==> src/rtl/vend_sequencer.sv <==
// ---------------------------------------------------------------------------
// vend_sequencer
//
// Transaction controller for the coin-operated vending path. Accumulates
// nickel/dime credit, opens the dispense door once the price is covered,
// waits for the mechanism to acknowledge, then pays back any surplus one
// nickel per cycle. Also handles customer cancel, inactivity refund and
// rejection of coins that cannot be accepted.
//
// Ports:
//   clk          system clock, rising edge active
//   rst          asynchronous active-high reset
//   N            nickel inserted (one-cycle pulse, 5 cents)
//   D            dime inserted (one-cycle pulse, 10 cents)
//   cancel       customer refund request, level-sampled
//   vend_ack     dispense mechanism done (door closed)
//   open         dispense door enable, high while vending
//   change_n     return one nickel this cycle, high while paying change
//   coin_reject  registered pulse: the previous cycle's coin was refused
//   credit       current credit in cents
//   busy         high whenever a transaction is in progress
// ---------------------------------------------------------------------------
module vend_sequencer #(
  parameter int PRICE          = 15,
  parameter int MAX_CREDIT     = 35,
  parameter int CREDIT_W       = 6,
  parameter int TIMEOUT_CYCLES = 16
) (
  input  logic                clk,
  input  logic                rst,
  input  logic                N,
  input  logic                D,
  input  logic                cancel,
  input  logic                vend_ack,
  output logic                open,
  output logic                change_n,
  output logic                coin_reject,
  output logic [CREDIT_W-1:0] credit,
  output logic                busy
);

  localparam int TMR_W = (TIMEOUT_CYCLES > 2) ? $clog2(TIMEOUT_CYCLES) : 1;

  localparam logic [TMR_W-1:0]    TMR_LAST = TMR_W'(TIMEOUT_CYCLES - 1);
  localparam logic [CREDIT_W-1:0] PRICE_C  = CREDIT_W'(PRICE);
  localparam logic [CREDIT_W:0]   PRICE_W  = (CREDIT_W + 1)'(PRICE);
  localparam logic [CREDIT_W:0]   MAX_W    = (CREDIT_W + 1)'(MAX_CREDIT);
  localparam logic [CREDIT_W-1:0] NICKEL   = CREDIT_W'(5);
  localparam logic [CREDIT_W-1:0] DIME     = CREDIT_W'(10);

  typedef enum logic [1:0] {
    IDLE    = 2'd0,
    COLLECT = 2'd1,
    VEND    = 2'd2,
    CHANGE  = 2'd3
  } state_t;

  state_t              state, state_nx;
  logic [CREDIT_W-1:0] credit_nx;
  logic [TMR_W-1:0]    tmr, tmr_nx;
  logic                reject_nx;

  logic [CREDIT_W-1:0] coin_val;
  logic [CREDIT_W:0]   sum;
  logic                has_coin;
  logic                idle_ok;
  logic                collect_ok;

  // Coin value this cycle; both sensors together are worth 15.
  assign coin_val   = (N ? NICKEL : '0) + (D ? DIME : '0);
  assign has_coin   = N | D;
  // One extra bit so the ceiling comparison cannot wrap.
  assign sum        = {1'b0, credit} + {1'b0, coin_val};
  // Credit is always zero in IDLE, so the first coin is judged on its own.
  assign idle_ok    = ({1'b0, coin_val} <= MAX_W);
  assign collect_ok = has_coin && (sum <= MAX_W);

  // NOTE: every signal written here gets a default first, so no path can
  // leave one unassigned and infer a latch.
  always_comb begin
    state_nx  = state;
    credit_nx = credit;
    tmr_nx    = tmr;
    reject_nx = 1'b0;

    unique case (state)
      IDLE: begin
        tmr_nx = '0;
        // cancel has nothing to refund here and is ignored.
        if (has_coin) begin
          if (idle_ok) begin
            credit_nx = coin_val;
            state_nx  = (coin_val >= PRICE_C) ? VEND : COLLECT;
          end else begin
            reject_nx = 1'b1;
          end
        end
      end

      COLLECT: begin
        if (collect_ok) begin
          credit_nx = sum[CREDIT_W-1:0];
          tmr_nx    = '0;
        end else begin
          // A refused coin does not count as activity for the idle timer.
          reject_nx = has_coin;
          tmr_nx    = tmr + 1'b1;
        end

        // An accepted coin is applied before cancel/timeout are considered,
        // so meeting the price always wins.
        if (collect_ok && (sum >= PRICE_W)) begin
          state_nx = VEND;
        end else if (cancel || (!collect_ok && (tmr == TMR_LAST))) begin
          state_nx = CHANGE;
          tmr_nx   = '0;
        end
      end

      VEND: begin
        reject_nx = has_coin;
        if (vend_ack) begin
          credit_nx = credit - PRICE_C;
          state_nx  = (credit > PRICE_C) ? CHANGE : IDLE;
        end
      end

      CHANGE: begin
        reject_nx = has_coin;
        // Guarded with <= so a corrupted credit can never underflow.
        if (credit <= NICKEL) begin
          credit_nx = '0;
          state_nx  = IDLE;
        end else begin
          credit_nx = credit - NICKEL;
        end
      end

      default: begin
        state_nx  = IDLE;
        credit_nx = '0;
        tmr_nx    = '0;
      end
    endcase
  end

  // NOTE: sequential state uses non-blocking assignments so every register
  // samples the pre-edge values, independent of statement order.
  always_ff @(posedge clk or posedge rst) begin
    if (rst) begin
      state       <= IDLE;
      credit      <= '0;
      tmr         <= '0;
      coin_reject <= 1'b0;
    end else begin
      state       <= state_nx;
      credit      <= credit_nx;
      tmr         <= tmr_nx;
      coin_reject <= reject_nx;
    end
  end

  // Moore outputs decoded from the state register only.
  assign open     = (state == VEND);
  assign change_n = (state == CHANGE);
  assign busy     = (state != IDLE);

endmodule

==> config.mk <==
export PLATFORM = sky130hd
export DESIGN_NAME = vend_sequencer
export DESIGN_NICKNAME = d
export VERILOG_FILES = /design/src/rtl/vend_sequencer.sv
export SDC_FILE = /design/constraint.sdc
export NUM_CORES = 1
export LEC_CHECK = 0
export CORE_MARGIN = 4
export CORE_UTILIZATION = 40
export DETAILED_ROUTE_END_ITERATION = 6
export GPL_ROUTABILITY_DRIVEN = 0
export HOLD_SLACK_MARGIN = 0.1
export PLACE_DENSITY = 0.65
export SETUP_SLACK_MARGIN = 0.1
export SYNTH_ARGS = -nofsm -noshare
export SYNTH_HDL_FRONTEND = slang
export SYNTH_SLANG_ARGS = --single-unit
==> constraint.sdc <==
create_clock -name clk -period 3.69 [get_ports clk]
set_input_delay 0.738 -clock clk [delete_from_list [all_inputs] [get_ports clk]]
set_output_delay 0.738 -clock clk [all_outputs]
set_load 0.01 [all_outputs]
==> run_summary.xml <==
<?xml version="1.0" encoding="UTF-8"?>
<metrics>
  <group name="clock_network">
    <metric name="clock_sink_count" unit="">13</metric>
    <metric name="worstSkewPairLatency" unit="ps">280</metric>
    <metric name="cts.htree.levels" unit="">1</metric>
    <metric name="cts_hold_buf" unit="">0</metric>
    <metric name="max-clock-path-buffers" unit="">2</metric>
    <metric name="post_cts_resize_count" unit="">0</metric>
    <metric name="cts_tree" unit="">done</metric>
    <metric name="clock-root-buffer" unit="">clkbuf_4</metric>
    <metric name="clk_pin_slew_worst_paths" unit="ps">70</metric>
    <metric name="total_clock_buffers_created_by_cts" unit="">3</metric>
    <metric name="post-cts-setup-buffer-count" unit="">0</metric>
  </group>
  <group name="detailed_routing">
    <metric name="post-route-drc-count" unit="">0</metric>
    <metric name="ant_nets" unit="">0</metric>
    <metric name="routed_via_density" unit="">5.94</metric>
    <metric name="routedWlPerCell" unit="um">15.2</metric>
    <metric name="first_iter_violations" unit="">88</metric>
    <metric name="vias" unit="">1402</metric>
    <metric name="finalWirelength" unit="mm">3.58</metric>
    <metric name="drt_first_pass_iters" unit="">5</metric>
  </group>
  <group name="layout">
    <metric name="layout-drive-gt1-share" unit="%">8.33</metric>
    <metric name="syn2layout_area_growth" unit="%">16.1</metric>
    <metric name="mostFrequentLayoutCells" unit="">nor2_1 (17), a21oi_1 (16), nand2_1 (16)</metric>
    <metric name="num_antenna_cells" unit="">0</metric>
    <metric name="sequential_cell_area" unit="sq um">325</metric>
    <metric name="final_nets" unit="">208</metric>
    <metric name="final.fill_count" unit="">316</metric>
    <metric name="final_common_cell" unit="">nor2_1</metric>
    <metric name="post_layout_nonfiller_instances" unit="">236</metric>
    <metric name="multi_input_comb_area" unit="sq um">960</metric>
  </group>
  <group name="sta">
    <metric name="period_needed" unit="ps">3250</metric>
    <metric name="max_clk_rate" unit="MHz">307</metric>
    <metric name="final_hold_viol_count" unit="">0</metric>
    <metric name="slew_headroom" unit="%">51.1</metric>
    <metric name="worst-slew-pin-transition" unit="ps">734</metric>
    <metric name="final.setup.tns" unit="ps">0</metric>
    <metric name="setup_viol" unit="">0</metric>
    <metric name="timing.final.crit_share" unit="%">88.2</metric>
    <metric name="rsz0062_at_grt" unit="">false</metric>
    <metric name="finalMaxSlewViolations" unit="">0</metric>
    <metric name="clock_skew" unit="ps">14.3</metric>
  </group>
  <group name="yosys">
    <metric name="asyncSetResetFlopFracSynth" unit="%">100</metric>
    <metric name="post_synth_instance_area" unit="sq mm">0.00137</metric>
    <metric name="synthesized_flop_and_latch_total" unit="">13</metric>
    <metric name="number_of_synthesized_flops_with_an_enable_pin" unit="">0</metric>
    <metric name="seq_area_frac_synth" unit="%">23.7</metric>
    <metric name="yosys_warnings" unit="">0</metric>
    <metric name="synth_area_per_cell" unit="sq um">7.70</metric>
    <metric name="synth.lib_cells_used.distinct" unit="">56</metric>
    <metric name="synth-main-ff-cell" unit="">dfrtp_1</metric>
    <metric name="syn_nets" unit="">193</metric>
    <metric name="synthCells" unit="">178</metric>
  </group>
  <group name="outcome">
    <metric name="outcome" unit="">complete, no violations</metric>
  </group>
  <group name="global_route">
    <metric name="grt_pass1_wl" unit="mm">6.00</metric>
    <metric name="grt_pass1_vias" unit="">1303</metric>
    <metric name="global_route.overflow_total" unit="">0</metric>
    <metric name="largest_net_degree_at_the_start_of_global_routing" unit="">26</metric>
    <metric name="grtUsageTotal" unit="%">17.5</metric>
    <metric name="number_of_antenna_violations_at_the_first_check_in_global_routing" unit="">0</metric>
  </group>
  <group name="power">
    <metric name="powerDensity" unit="mW/mm^2">979</metric>
    <metric name="worst_ir_drop_vdd" unit="mV">0.503</metric>
    <metric name="static-leakage-power" unit="uW">0.000661</metric>
  </group>
  <group name="die">
    <metric name="die_width" unit="um">66.6</metric>
    <metric name="standard_cell_rows" unit="">20</metric>
    <metric name="top_level_ports" unit="">16</metric>
    <metric name="core_area" unit="sq mm">0.00315</metric>
    <metric name="floorplan.die.height" unit="um">66.6</metric>
    <metric name="starting_utilization_of_the_core_area" unit="%">43.5</metric>
    <metric name="floorplan.die_area" unit="sq mm">0.00443</metric>
  </group>
  <group name="placement">
    <metric name="hpwl" unit="mm">2.73</metric>
    <metric name="place_inst" unit="">232</metric>
    <metric name="port_buffers" unit="">15</metric>
  </group>
  <group name="critical_path">
    <metric name="path_max_fanout" unit="">6</metric>
    <metric name="worstPathArrival" unit="ps">3460</metric>
    <metric name="crit_path_end_kind" unit="">flip-flop</metric>
    <metric name="critPathRequiredTime" unit="ps">3900</metric>
    <metric name="timing.critical_path.from_type" unit="">primary input</metric>
    <metric name="timing_worst_setup_path_type" unit="">in2reg</metric>
    <metric name="r2r_cells" unit="">9</metric>
  </group>
  <group name="min_path">
    <metric name="holdPathStages" unit="">1</metric>
    <metric name="holdCritPathClass" unit="">reg2reg</metric>
  </group>
  <group name="run">
    <metric name="maxCapViolations" unit="">0</metric>
  </group>
</metrics>
## where the power goes
part           total (uW)  internal (uW)  switching [uW]  leakage, uW
logic                1090            504             584     0.000484
registers             377            207             170     0.000162
clock network        92.2           41.9            50.3    0.0000150
## sequential cells by signal, indices dropped and copies added (netlist names)
register	count
coin_reject	1
tmr	4
state	2
credit	6
## Yosys cell counts, drive strengths merged (2+ instances only)
cell type  count  share of area [%]
a211oi         3                1.6
a31oi          7                3.6
nor3           4                1.5
a21oi         17                6.5
nand3b         2                1.1
buf            5                1.9
nor3b          2                1.1
nand2         16                4.4
mux2i          4                2.9
xnor2          4                2.6
or3            2               0.91
xor2           2                1.3
o21ai          7                3.1
clkbuf         4                1.1
nor2          17                4.7
nor2b          4                1.8
o211ai         3                1.6
o22ai          2                1.4
nor4           4                1.8
nand2b         2               0.91
or4            2                1.4
inv           11                3.0
ha             8                7.3
or2            2               0.91
dfrtp         13                 24
nand3          8                2.9
a2bb2oi        2                1.3
## worst paths after layout
path                       startpoint        end  slack (ps)
max                                 N     tmr[0]         440
min                            tmr[0]     tmr[0]         520
max reg2reg                 credit[0]     tmr[0]         840
min reg2reg                    tmr[0]     tmr[0]         520
max in group asynchronous         rst  credit[3]        2550
min in group asynchronous         rst  credit[2]         770
## metrics by stage
step	worst slack, ps	instance area (sq um)	util (%)	hold slack [ps]	power, uW
3_5_place_dp	176	1570	49.6	517	1440
5_1_grt	281	1590	50.5	552	1700
6_report	435	1590	50.5	525	1560
2_1_floorplan	822	1370	-	479	1130
3_3_place_gp	240	1570	49.6	494	1440
4_1_cts	457	1590	50.5	525	1550
## cell families after synthesis
logic type | after synthesis | synth area share (%)
xor gates and xnor gates | 6 | 3.83
muxes | 5 | 3.74
adders and majority gates | 9 | 8.76
and+or+nand+nor | 68 | 24.9
buffers and inverters | 21 | 6.29
DFF | 13 | 23.7
AOI/OAI and AO/OA | 56 | 28.7
## critical path, stage by stage
cell,delay (ps)
clkdlybuf4s50_1,490
ha_1,200
inv_1,60
fa_1,430
nand2b_1,210
a21oi_2,170
mux2i_1,330
o22ai_2,190
or4_4,530
o21ai_2,120
## routing by layer
metal | GRT usage [%] | wire [um]
met3 | 2.19 | 273
met5 | 0 | 0
met4 | 5.08 | 49
met1 | 25.1 | 1720
met2 | 27.2 | 1540
## cell type report
cell class	instances	area share, %
sequential	13	20.4
inverter	12	2.83
clock buffer	4	1.65
timing repair buffer	19	11.3
tap	44	3.46
multi-input combinational	144	60.3
Power figures use the tool's default switching activity.
